--- src/rtl/uart_rx.sv ---
// uart_rx: 8N1 UART receiver with valid/ready byte output, framing and overrun flags.
// Optional UART_RX_MAJORITY_EN: 2-of-3 majority vote around each mid-bit sample point.
module uart_rx #(
  parameter int CLKS_PER_BIT = 101,
  parameter int HALF_BIT     = CLKS_PER_BIT / 2
) (
  input  logic       CLK,
  input  logic       RST_N,
  input  logic       RX,
  output logic [7:0] data,
  output logic       valid,
  input  logic       ready,
  output logic       framing_err,
  output logic       overrun
);

  typedef enum logic [2:0] {
    S_IDLE,
    S_START,
    S_DATA,
    S_STOP,
    S_WAIT_HIGH
  } state_e;

  localparam logic [13:0] RELOAD = 14'(CLKS_PER_BIT - 1);
  localparam logic [13:0] HALF   = 14'(HALF_BIT);

  logic        sync1_q, sync1_d;
  logic        sync2_q, sync2_d;
  state_e      state_q, state_d;
  logic [13:0] cnt_q, cnt_d;
  logic [2:0]  idx_q, idx_d;
  logic [7:0]  shift_q, shift_d;
  logic [7:0]  data_q, data_d;
  logic        valid_q, valid_d;
  logic        ferr_q, ferr_d;
  logic        ovr_q, ovr_d;

  logic        rxs;
  logic        busy;
  logic        tick;
  logic        smp;

`ifdef UART_RX_MAJORITY_EN
  logic        s1_q, s1_d;
  logic        s0_q, s0_d;
  logic        pend_q, pend_d;
`endif

  assign rxs  = sync2_q;
  assign busy = (state_q == S_START) || (state_q == S_DATA) ||
                (state_q == S_STOP);

`ifdef UART_RX_MAJORITY_EN
  // Collect the votes at counter 1 and 0; decide one cycle after 0.
  always_comb begin
    s1_d   = s1_q;
    s0_d   = s0_q;
    pend_d = 1'b0;
    if (busy && cnt_q == 14'd1) s1_d = rxs;
    if (busy && cnt_q == 14'd0) begin
      s0_d   = rxs;
      pend_d = 1'b1;
    end
    tick = pend_q;
    smp  = (s1_q & s0_q) | (s1_q & rxs) | (s0_q & rxs);
  end
`else
  // Single sample taken at the counter-zero cycle.
  always_comb begin
    tick = busy && (cnt_q == 14'd0);
    smp  = rxs;
  end
`endif

  // Next-state logic: synchroniser, bit timing, frame FSM and delivery.
  always_comb begin
    sync1_d = RX;
    sync2_d = sync1_q;
    state_d = state_q;
    cnt_d   = cnt_q;
    idx_d   = idx_q;
    shift_d = shift_q;
    data_d  = data_q;
    valid_d = valid_q;
    ferr_d  = 1'b0;
    ovr_d   = 1'b0;

    if (valid_q && ready) valid_d = 1'b0;

    if (busy) cnt_d = (cnt_q == 14'd0) ? RELOAD : cnt_q - 14'd1;

    unique case (state_q)
      S_IDLE: begin
        if (!rxs) begin
          state_d = S_START;
          cnt_d   = HALF;
        end
      end
      S_START: begin
        if (tick) begin
          if (!smp) begin
            state_d = S_DATA;
            idx_d   = 3'd0;
          end else begin
            state_d = S_IDLE;
          end
        end
      end
      S_DATA: begin
        if (tick) begin
          shift_d[idx_q] = smp;
          if (idx_q == 3'd7) state_d = S_STOP;
          else idx_d = idx_q + 3'd1;
        end
      end
      S_STOP: begin
        if (tick) begin
          if (smp) begin
            state_d = S_IDLE;
            if (!valid_q || ready) begin
              data_d  = shift_q;
              valid_d = 1'b1;
            end else begin
              ovr_d = 1'b1;
            end
          end else begin
            state_d = S_WAIT_HIGH;
            ferr_d  = 1'b1;
          end
        end
      end
      S_WAIT_HIGH: begin
        if (rxs) state_d = S_IDLE;
      end
      default: state_d = S_IDLE;
    endcase
  end

  // State registers; reset aborts any frame in progress.
  always_ff @(posedge CLK or negedge RST_N) begin
    if (!RST_N) begin
      sync1_q <= 1'b1;
      sync2_q <= 1'b1;
      state_q <= S_IDLE;
      cnt_q   <= '0;
      idx_q   <= '0;
      shift_q <= '0;
      data_q  <= '0;
      valid_q <= 1'b0;
      ferr_q  <= 1'b0;
      ovr_q   <= 1'b0;
`ifdef UART_RX_MAJORITY_EN
      s1_q    <= 1'b1;
      s0_q    <= 1'b1;
      pend_q  <= 1'b0;
`endif
    end else begin
      sync1_q <= sync1_d;
      sync2_q <= sync2_d;
      state_q <= state_d;
      cnt_q   <= cnt_d;
      idx_q   <= idx_d;
      shift_q <= shift_d;
      data_q  <= data_d;
      valid_q <= valid_d;
      ferr_q  <= ferr_d;
      ovr_q   <= ovr_d;
`ifdef UART_RX_MAJORITY_EN
      s1_q    <= s1_d;
      s0_q    <= s0_d;
      pend_q  <= pend_d;
`endif
    end
  end

  assign data        = data_q;
  assign valid       = valid_q;
  assign framing_err = ferr_q;
  assign overrun     = ovr_q;

endmodule
--- config.mk ---
export PLATFORM = sky130hd
export DESIGN_NAME = uart_rx
export DESIGN_NICKNAME = d
export VERILOG_FILES = /design/src/rtl/uart_rx.sv
export SDC_FILE = /design/constraint.sdc
export NUM_CORES = 1
export LEC_CHECK = 0
export BUFFER_PORTS_ARGS = -buffer_cell sky130_fd_sc_hd__buf_4
export CORE_AREA = 2 2 59 66
export DETAILED_ROUTE_END_ITERATION = 10
export DIE_AREA = 0 0 61 68
export GPL_TIMING_DRIVEN = 1
export MAX_ROUTING_LAYER = met4
export PLACE_DENSITY = 0.86
export SYNTH_ARGS = -nofsm -noshare
export SYNTH_HDL_FRONTEND = slang
export SYNTH_SLANG_ARGS = --single-unit
export TNS_END_PERCENT = 30
--- constraint.sdc ---
create_clock -name CLK -period 3.4 [get_ports CLK]
set_input_delay 0.34 -clock CLK [delete_from_list [all_inputs] [get_ports CLK]]
set_output_delay 0.34 -clock CLK [all_outputs]
set_load 0.005 [all_outputs]
* Yosys cells after proc, flatten, opt, wreduce, memory -nomap -nowiden
Cells that the tools add are included.
** Cells by class
- $add $sub $neg :: 2
- $mul :: 0
- Div/mod/pow operators :: 0
- Magnitude comparators :: 2
- Equality and inequality tests :: 13
- Shifts and indexed selects :: 0
- Mux-type cells :: 33
- Bitwise operators :: 0
- Reduce and logical (&&, ||, !) cells :: 14
** Operators by type and width (number)
- 14-bit two-way mux :: 4
- 3-bit two-way mux :: 11
- 3-bit one-hot mux with 5 select lines :: 1
- 14-bit logical NOT :: 1
- 2-bit != test (second input constant) :: 7
- 14-bit by 1-bit subtractor with 14-bit output (second input constant) :: 1
- 1-bit two-way mux :: 13
- 8-bit bitwise mux :: 1
- 3-bit by 2-bit equality test with 1-bit output (second input constant) :: 2
- 3-bit equality test (second input constant) :: 2
- 3-bit one-hot mux with 2 select lines :: 1
- 6-bit AND reduction :: 1
- 5-bit AND reduction :: 1
- 3-bit by 4-bit less-than comparator with 1-bit output (second input constant) :: 1
- 4-bit AND reduction :: 1
- 3-bit by 1-bit adder with 3-bit output (second input constant) :: 1
- 1-bit demux with 3-bit select :: 1
- 3-bit by 1-bit equality test with 1-bit output (second input constant) :: 1
- 3-bit by 1-bit greater-or-equal comparator with 1-bit output (second input constant) :: 1
- 1-bit logical AND :: 3
- 3-bit logical NOT :: 1
- 1-bit logical OR :: 3
- 2-bit two-way mux :: 1
- 2-bit by 1-bit != test with 1-bit output (second input constant) :: 1
- other kinds (3) :: 3
** Word-level totals
- Register bits :: 41
- Bits in latches :: 0
- Memory bits (writable) :: 0
- Memory bits (read-only) :: 0
- Input bits :: 4
- Output and inout bits :: 11
- Logic and storage cells :: 74
- Memories kept :: 0

* Logic depth before layout (Yosys ltp)
Gate-level depths: netlist of run 1.
- Depth after elaboration :: 6
- Depth in mapped cells :: 7
- Mapped depth without buffers :: 6

* Least setup slack after synthesis of run 1
OpenSTA, ideal clock, no wires.
- Kind :: reg2reg
- From :: register cnt_q[0]
- To :: register shift_q[2]
- Library setup time :: 0.128 ns
- Arrival time :: 2.347 ns
- Required time :: 3.272 ns
- Setup slack :: 0.926 ns
- Stages on the path, launching flop included :: 8
- Buffers on the path :: 1
- Clock period less this slack :: 2.474 ns
- Cells stage by stage :: dfrtp_1 > inv_1 > ha_1 > or4b_4 > or4_4 > buf_6 > nor4_1 > mux2_1
** On the way
- Cells in the longest elaborated chain, start to end :: 3
** RTL lines
- from (decl) :: line 31 : logic [13:0] cnt_q, cnt_d;
- from (signal assigned) :: line 162 : cnt_q <= cnt_d;
- 14-bit logical NOT :: line 71 : tick = busy && (cnt_q == 14'd0);
- 1-bit logical AND :: line 71
- 2-bit AND reduction (no line)
- to (signal assigned) :: line 164 : shift_q <= shift_d;
- to (decl) :: line 33 : logic [7:0] shift_q, shift_d;
Every way passes these cells.
A chain may end at the register's enable or synchronous reset.

* Worst setup path after layout of run 1
- From :: register cnt_q[0]
- To :: register shift_q[6]
The elaborated chain is that of the path after synthesis.

==> flow_metrics.py, run 1 <==
metrics = {
    "outcome": {
        "status": "completed",
    },
    "drt": {
        "totalWireLength_mm": 3.74,
        "remaining_drc_errors": 0,
        "wl_per_cell_um": 15.1,
        "avgViaCountPerCell": 5.82,
        "first_pass_iters": 4,
        "antenna_left": 0,
        "num_vias": 1437,
        "drt-initial-drc-count": 122,
    },
    "global_route": {
        "grt_pass1_vias": 1411,
        "use_met2": 0.343,
        "grt_start_max_net_pins": 42,
        "antenna_found_initial": 0,
        "grt_first_pass_wirelength_mm": 6.53,
        "met1_usage": 0.281,
        "met3_usage": 0.0529,
        "grt.busiest_layer": "met2",
        "grt_overflow": 0,
        "grt_use_total": 0.222,
    },
    "synthesis": {
        "synth_flop_cell": "dfrtp_1",
        "ys_warn_count": 0,
        "async_flop_share": 1.00,
        "synth_edf_count": 0,
        "synth_cells": 182,
        "synth_area_mm2": 0.00196,
        "syn_avg_cell_area_um2": 10.8,
        "yosysSeqAreaShare": 0.526,
        "netlist.top_cell.by_area": "dfrtp_1",
        "synth_top_area_frac": 0.499,
        "synth_nets": 190,
        "ys_types": 39,
        "synth_area_leaders": "dfrtp_1 50%, mux2_2 6.9%, nor4_1 3.2%",
        "ys_seq_elements": 41,
    },
    "sta": {
        "min_period_ps": 2700,
        "slew_violations": 0,
        "max-slew-margin-rel": 0.356,
        "fmax_mhz": 370,
        "tightest_slew_ps": 957,
        "setup_viol": 0,
        "grt_setup_unrepaired": "false",
        "setup_tns_ps": 0,
        "worst_clock_skew_ps": 7.51,
        "post-route-period-util": 0.795,
        "hold_violations": 0,
    },
    "clock_tree": {
        "clock_latency_ps": 290,
        "cts_root_buffer": "clkbuf_8",
        "tritoncts": "done",
        "htreeDepth": 2,
        "clock-sinks": 41,
        "clock_path_buffers": 2,
        "cts_buffers": 5,
        "postCtsSetupBuffers": 0,
        "path_clk_slew_ps": 80,
        "hold_buffers": 0,
        "ctsResizeCount": 0,
    },
    "critical_path": {
        "crit_path_cell_trace": "inv_1 -> ha_1 -> or4b_4 -> or4_4 -> nor4_1 -> mux2_1",
        "cp.arrival_ps": 2880,
        "crit_start": "cnt_q[0]",
        "crit_fanout": 7,
        "worstPathRequired_ps": 3580,
        "end_kind": "flip-flop",
        "slowest_delay_ps": 610,
        "start_kind": "flip-flop",
        "worstReg2RegStart": "cnt_q[0]",
        "crit_type": "flip-flop to flip-flop",
        "critical_path.slowest_cell": "or4_4",
    },
    "floorplan": {
        "die_w_um": 61,
        "fp.dieArea_mm2": 0.00415,
        "chipHeight_um": 68,
        "initial_core_util": 0.553,
        "ioPinCount": 15,
        "coreArea_mm2": 0.00354,
        "rows": 23,
    },
    "flow_run": {
        "drv_cap": 0,
    },
    "place": {
        "place_congestion": 0.787,
        "place_hpwl_mm": 2.51,
        "port_buffers": 14,
    },
    "final_layout": {
        "final_common_cell": "dfrtp_1",
        "area_growth_pct": 13.1,
        "final_nets": 204,
        "layout.cells.most_common_list": "39 x dfrtp_1, 16 x nor2_1, 15 x buf_4, 14 x nand2_1, 12 x mux2_2",
        "diodes": 0,
        "drive_above_1_share": 0.228,
        "final_core_util": 0.625,
    },
    "min_path": {
        "worstHoldPathType": "input pin to asynchronous set/reset pin",
    },
    "pwr": {
        "power_density_mw_per_mm2": 410,
        "p_leak_uw": 0.00108,
        "power_uw": 908,
        "vdd_drop_max_uv": 265,
    },
}
-- worst max-delay path: cells and delay by family, from the launching register on --
kind | cells | cell delay (ps)
simple gates | 3 | 1510
buf+inv | 1 | 120
flops | 1 | 410
fa+ha+maj | 1 | 180
mux | 1 | 360
-- through the flow --
step	hold slack [ps]	instance area (µm²)	setup WS (ps)	std cells
2_1_floorplan	44.4	1960	926	182
3_3_place_gp	350	2090	865	239
3_5_place_dp	347	2090	803	239
4_1_cts	33.4	2210	732	247
5_1_grt	46.2	2210	606	247
6_report	15.3	2210	696	247
-- power by group --
| group | internal [µW] | leakage (µW) | switching, µW |
|---|---|---|---|
| registers | 489 | 0.000557 | 2.67 |
| clock network | 239 | 0.0000574 | 165 |
| logic | 3.02 | 0.000470 | 10.1 |
| total | 731 | 0.00108 | 177 |
-- registers in the layout (all words and copies together), names as in the netlist --
signal       count
overrun          1
valid            1
sync1_q          1
cnt_q           14
shift_q          8
idx_q            3
data             8
state_q          3
rxs              1
framing_err      1
-- layout make-up --
type                       instances  area, µm²
clock buffer                       6       82.6
tap                               50       62.6
sequential                        41       1030
timing repair buffer              15        113
inverter                           6       22.5
clock inverter                     2       37.5
fill                             289       1330
multi-input combinational        127        867
-- path summary, 6_finish.rpt --
path,endpoint,slack (ps),cells past startpoint
worst min register to register,rxs,360,0
worst max register to register,shift_q[6],700,6
min in group CLK,sync1_q,160,1
worst min-delay path,shift_q[3],20,1
worst max-delay path,shift_q[6],700,6
max in group asynchronous,rxs,3010,1
-- cells in the mapped netlist (2+ instances only) --
cell / instances
mux2_2: 12
a21oi_1: 8
xor2_1: 4
or4_1: 2
or4_4: 2
nor4_1: 10
nor2_1: 16
dfrtp_1: 39
ha_1: 4
or2_2: 2
o31ai_1: 2
nand2_1: 14
clkbuf_1: 6
o21ai_0: 4
dfstp_2: 2
mux2_1: 4
nor3b_1: 2
nor3_1: 4
or3_1: 3
xnor2_1: 4
nand4_1: 8
nand3_1: 7
mux2i_1: 2
inv_1: 6
-- layer usage --
metal	part of all wire	vias up
met5	0	-
met4	0.028	0
met3	0.043	13
met2	0.49	36
met1	0.43	708
li1	-	680
-- logic make-up (layout without fill, tap and decap cells) --
| family | Yosys count | count (layout) | synth area share |
|---|---|---|---|
| compound gates | 22 | 22 | 0.0710 |
| xor+xnor | 8 | 8 | 0.0358 |
| fa+ha+maj | 4 | 4 | 0.0256 |
| simple gates | 75 | 75 | 0.208 |
| mux | 18 | 18 | 0.102 |
| buf+inv | 14 | 29 | 0.0313 |
| flops | 41 | 41 | 0.526 |
Power figures use the tool's default switching activity.
==> run 2: changes to the inputs <==
- ABC_AREA: not set -> 1
- CORE_AREA: 2 2 59 66 -> 2 2 63 71
- DIE_AREA: 0 0 61 68 -> 0 0 65 73
- PLACE_DENSITY: 0.86 -> 0.84
- clock period: 3.4 -> 2.3 ns (I/O delays scaled with it)
==> flow_metrics.py, run 2 <==
metrics = {
    "outcome": {
        "status": "completed",
    },
    "clock_tree": {
        "clock_latency_ps": 300,
        "cts_root_buffer": "clkbuf_8",
        "htreeDepth": 2,
        "clock-sinks": 41,
        "clock_path_buffers": 2,
        "tritoncts": "done",
        "path_clk_slew_ps": 70,
        "cts_buffers": 5,
        "ctsResizeCount": 0,
    },
    "critical_path": {
        "end_kind": "flip-flop",
        "crit_type": "flip-flop to flip-flop",
        "crit_fanout": 10,
        "worstPathRequired_ps": 2480,
        "cp.arrival_ps": 1730,
        "start_kind": "flip-flop",
    },
    "synthesis": {
        "ys_warn_count": 0,
        "synth_top_area_frac": 0.470,
        "synth_edf_count": 0,
        "synth_most_common_cell": "nand2_1",
        "synth_cells": 258,
        "synthTopCellsByCount": "72 x nand2_1, 39 x dfrtp_1, 35 x nor2_1, 30 x inv_1, 20 x nand3_1",
        "async_flop_share": 1.00,
        "ys_types": 28,
        "ys_seq_elements": 41,
        "synth_area_mm2": 0.00208,
        "synth_area_leaders": "dfrtp_1 47%, nand2_1 13%, nor2_1 6.3%",
        "netlist.top_cell.by_area": "dfrtp_1",
        "yosysSeqAreaShare": 0.495,
        "syn_avg_cell_area_um2": 8.06,
        "synth_flop_cell": "dfrtp_1",
        "synth_nets": 266,
    },
    "sta": {
        "hold_ws_ps": 46.6,
        "setup_tns_ps": 0,
        "grt_setup_unrepaired": "false",
        "max-slew-margin-rel": 0.662,
        "hold_violations": 0,
        "setup_viol": 0,
        "min_period_ps": 1550,
        "fmax_mhz": 645,
        "slew_violations": 0,
        "tightest_slew_ps": 507,
        "post-route-period-util": 0.675,
        "worst_clock_skew_ps": 11.7,
    },
    "drt": {
        "wl_per_cell_um": 10.9,
        "drt-initial-drc-count": 89,
        "remaining_drc_errors": 0,
        "num_vias": 1616,
        "first_pass_iters": 4,
        "totalWireLength_mm": 3.62,
        "antenna_left": 0,
        "avgViaCountPerCell": 4.87,
    },
    "final_layout": {
        "multi_input_area_um2": 907,
        "largest_register_ffs": 14,
        "n_fill_cell": 380,
        "final_common_cell": "nand2_1",
        "largest_register": "cnt_q",
        "ff_latch_area_mm2": 0.00103,
        "design_area_mm2": 0.00234,
        "layout.cells.most_common_list": "72 x nand2_1, 39 x dfrtp_1, 35 x nor2_1, 30 x inv_1, 20 x nand3_1",
        "drive_above_1_share": 0.162,
        "area_growth_pct": 12.8,
        "diodes": 0,
        "final_nets": 286,
    },
    "floorplan": {
        "die_w_um": 65,
        "fp.dieArea_mm2": 0.00475,
        "chipHeight_um": 73,
        "coreArea_mm2": 0.00410,
        "initial_core_util": 0.507,
        "ioPinCount": 15,
        "rows": 25,
    },
    "global_route": {
        "grt_use_total": 0.182,
        "antenna_found_initial": 0,
        "grt_start_max_net_pins": 42,
        "grt_pass1_vias": 1515,
        "met1_usage": 0.217,
        "grt_first_pass_wirelength_mm": 6.39,
        "use_met2": 0.288,
        "met3_usage": 0.0494,
        "grt_overflow": 0,
        "grt.busiest_layer": "met2",
    },
    "place": {
        "place_hpwl_mm": 2.66,
        "port_buffers": 14,
        "place_congestion": 0.883,
        "placed_cell_area_mm2": 0.00224,
    },
    "min_path": {
        "worstHoldPathType": "input pin to flip-flop",
    },
    "pwr": {
        "vdd_drop_max_uv": 266,
        "power_uw": 1230,
        "p_leak_uw": 0.00128,
        "power_density_mw_per_mm2": 523,
    },
    "flow_run": {
        "drv_cap": 0,
    },
}
run 2: cell types whose count changed after synthesis, moves of 10 or more:
cell     delta
inv_1      +24
mux2_2     -12
nand3_1    +13
nor4_1     -10
nor2_1     +19
nand2_1    +58
run 2: layer usage:
| metal | vias up | wire length [µm] |
|---|---|---|
| li1 | 841 | - |
| met1 | 749 | 1740 |
| met2 | 19 | 1710 |
| met3 | 7 | 122 |
| met4 | 0 | 57 |
| met5 | - | 0 |
run 2: logic make-up (layout without fill, tap and decap cells):
group,Yosys count,after routing,share of synthesized area
AO/OA/AOI/OAI,20,20,0.0524
XOR/XNOR,7,7,0.0295
adder cells (fa/ha/maj),4,4,0.0241
buffers and inverters,38,58,0.0686
flip-flops,41,41,0.495
AND/OR/NAND/NOR,148,148,0.331
run 2: worst paths after layout:
check | from | endpoint | slack (ps) | cells past startpoint
max | cnt_q[0] | data[0] | 750 | 9
min | RX | sync1_q | 50 | 1
max reg2reg | cnt_q[0] | data[0] | 750 | 9
min reg2reg | sync1_q | rxs | 360 | 0
max in group asynchronous | RST_N | sync1_q | 1490 | 2
min in group asynchronous | RST_N | state_q[1] | 450 | 2
run 2: final cells by class:
class                   instances  area share
repair buffers                 15      0.0491
well taps                      54      0.0288
clock inverters                 1     0.00320
flip-flops and latches         41       0.439
clock buffers                   6      0.0352
multi-input cells             179       0.387
inverters                      36      0.0577
run 2: critical path: stages, from the launching register on:
cell and delay, ps:
dfrtp_1 390, inv_1 100, ha_1 150, nand2_1 60, nor2_2 180, nand3_4 150
nor2_8 180, nand2_4 100, nand2_1 70, nand2_1 50
run 2: power breakdown:
part | internal (µW) | total [µW] | switching [µW]
sequential | 724 | 725 | 1.00
clock | 237 | 478 | 240
combinational | 5.45 | 24.0 | 18.6
total | 966 | 1230 | 260
run 2: what timing repair did:
action | in CTS | in global routing
setup buffers | 0 | 0
hold buffers | 1 | 0
endpoints found under the hold margin | 39 | 0
run 2: stage by stage:
| stage | setup slack (ps) | utilization | instances |
|---|---|---|---|
| floorplan | 877 | - | 258 |
| global placement | 792 | 0.547 | 324 |
| detailed placement | 747 | 0.547 | 324 |
| CTS | 743 | 0.572 | 332 |
| global route | 533 | 0.572 | 332 |
| finish | 748 | 0.572 | 332 |
==> run 3: changes to the inputs <==
- clock period: 2.3 -> 1.28 ns (I/O delays scaled with it)
==> flow_metrics.py, run 3 (synthesized netlist as in run 2, its figures left out) <==
metrics = {
    "outcome": {
        "status": "finished with violations",
        "violations": "negative setup slack",
    },
    "pwr": {
        "p_int_uw": 2100,
        "clockPowerShare": 0.485,
        "seqPwrFrac": 0.496,
        "combPwrFrac": 0.020,
        "vdd_drop_max_uv": 473,
        "power_switching_share": 0.200,
        "power_density_mw_per_mm2": 913,
        "p_switching_uw": 524,
        "p_leak_uw": 0.00157,
    },
    "final_layout": {
        "diodes": 0,
        "drive_above_1_share": 0.362,
        "stdcell_count": 383,
        "largest_register": "cnt_q",
        "largest_register_ffs": 14,
        "final_core_util": 0.702,
        "final_nets": 336,
        "final_common_cell": "nand2_1",
        "layout.cells.most_common_list": "64 x nand2_1, 62 x buf_4, 38 x dfrtp_1, 28 x inv_1, 27 x nor2_1",
        "area_growth_pct": 38.4,
        "n_fill_cell": 270,
        "design_area_mm2": 0.00288,
    },
    "critical_path": {
        "worstPathRequired_ps": 1490,
        "ff2ff_setup_slack_ps": -360,
        "crit_start": "cnt_q[10]",
        "worstReg2RegStart": "cnt_q[10]",
        "rr_endpoint": "shift_q[1]",
        "crit_fanout": 5,
        "cp-endpoint": "shift_q[1]",
        "start_kind": "flip-flop",
        "cp.arrival_ps": 1850,
        "crit_type": "flip-flop to flip-flop",
        "end_kind": "flip-flop",
        "worstRegToRegCells": 7,
    },
    "drt": {
        "wl_per_cell_um": 14.6,
        "totalWireLength_mm": 5.61,
        "remaining_drc_errors": 0,
        "avgViaCountPerCell": 5.31,
        "drt-met1-wl_mm": 2.08,
        "drt-initial-drc-count": 244,
        "antenna_left": 0,
        "dr_wl_met3_um": 306,
        "first_pass_iters": 6,
        "top_layer_used": "met4",
        "wl_met2_mm": 3.01,
        "num_vias": 2034,
    },
    "floorplan": {
        "initial_core_util": 0.507,
        "ioPinCount": 15,
        "die_w_um": 65,
        "rows": 25,
        "fp.dieArea_mm2": 0.00475,
        "chipHeight_um": 73,
        "coreArea_mm2": 0.00410,
    },
    "clock_tree": {
        "clock_path_buffers": 2,
        "htreeDepth": 2,
        "cts_buffers": 5,
        "clock_latency_ps": 300,
        "path_clk_slew_ps": 90,
        "cts_root_buffer": "clkbuf_8",
        "clock-sinks": 41,
        "tritoncts": "done",
    },
    "global_route": {
        "grt_overflow": 0,
        "grt_use_total": 0.243,
        "antenna_found_initial": 0,
        "grt_start_max_net_pins": 42,
        "grt_first_pass_wirelength_mm": 8.54,
        "grt_pass1_vias": 1932,
    },
    "sta": {
        "setup_ws_ps": -361,
        "max-slew-margin-rel": 0.660,
        "post-route-period-util": 1.28,
        "hold_violations": 0,
        "worst_clock_skew_ps": 11.9,
        "fmax_mhz": 609,
        "min_period_ps": 1640,
        "grt_setup_unrepaired": "true",
        "slew_violations": 0,
        "tightest_slew_ps": 510,
        "setup_viol": 39,
    },
    "min_path": {
        "worstHoldPathType": "input pin to asynchronous set/reset pin",
    },
    "place": {
        "place_hpwl_mm": 3.31,
        "dp.cells": 367,
        "place_congestion": 0.897,
        "port_buffers": 14,
        "placed_cell_area_mm2": 0.00259,
    },
    "flow_run": {
        "drv_cap": 0,
    },
}
## run 3: layer usage
layer | GRT usage | up-vias
met3 | 0.0432 | 30
met5 | - | -
met2 | 0.424 | 97
met1 | 0.276 | 958
met4 | 0.0946 | 0
li1 | - | 949
## run 3: final cells by class
| cell class | count | area [µm²] | area share |
|---|---|---|---|
| clock inverters | 3 | 68.8 | 0.0239 |
| clock buffers | 5 | 68.8 | 0.0239 |
| repair buffers | 65 | 497 | 0.173 |
| flip-flops and latches | 41 | 1030 | 0.358 |
| well taps | 54 | 67.6 | 0.0235 |
| inverters | 36 | 135 | 0.0470 |
| multi-input cells | 179 | 1010 | 0.351 |
## run 3: how the worst min path moves through the flow
stage	from	end	slack, ps	cells past startpoint
2_1_floorplan	RST_N	cnt_q[0]	-170	0
3_3_place_gp	RST_N	overrun	130	1
3_5_place_dp	RST_N	shift_q[7]	140	1
4_1_cts	RST_N	cnt_q[10]	360	2
5_1_grt	sync1_q	rxs	370	0
6_report	RST_N	cnt_q[10]	360	2
## run 3: repair_timing
item / 4_1_cts / 5_1_grt
hold buffers: 2 / 0
buffers inserted: 5 / 1
pin swaps: 6 / 4
setup endpoints to repair: 39 / 39
resized for setup: 15 / 14
hold endpoints to repair: 40 / 0
## run 3: power by group through the flow
stage          Combinational, µW  Sequential (µW)  Clock [µW]
2_1_floorplan               9.40             1330           0
3_3_place_gp                46.8             1330           0
3_5_place_dp                48.1             1330           0
4_1_cts                     52.3             1300        1270
5_1_grt                     59.0             1300        1330
6_report                    51.6             1300        1270
## run 3: worst max-delay path, cell delays in order (launching register included)
cell     delay [ps]
dfrtp_1         450
nor2_4          130
nand2_2          80
nor2_4          210
nand3_1         210
nor2_1          210
nor2_1           80
a21oi_1         180
## run 3: stage by stage
step,TNS [ps],hold slack (ps),power (µW),setup slack (ps)
floorplan,-1160,-168,1340,-83.4
global placement,-4130,130,1370,-176
detailed placement,-5630,135,1380,-227
CTS,-5690,356,2620,-219
global route,-11440,369,2700,-445
finish,-8160,358,2620,-361
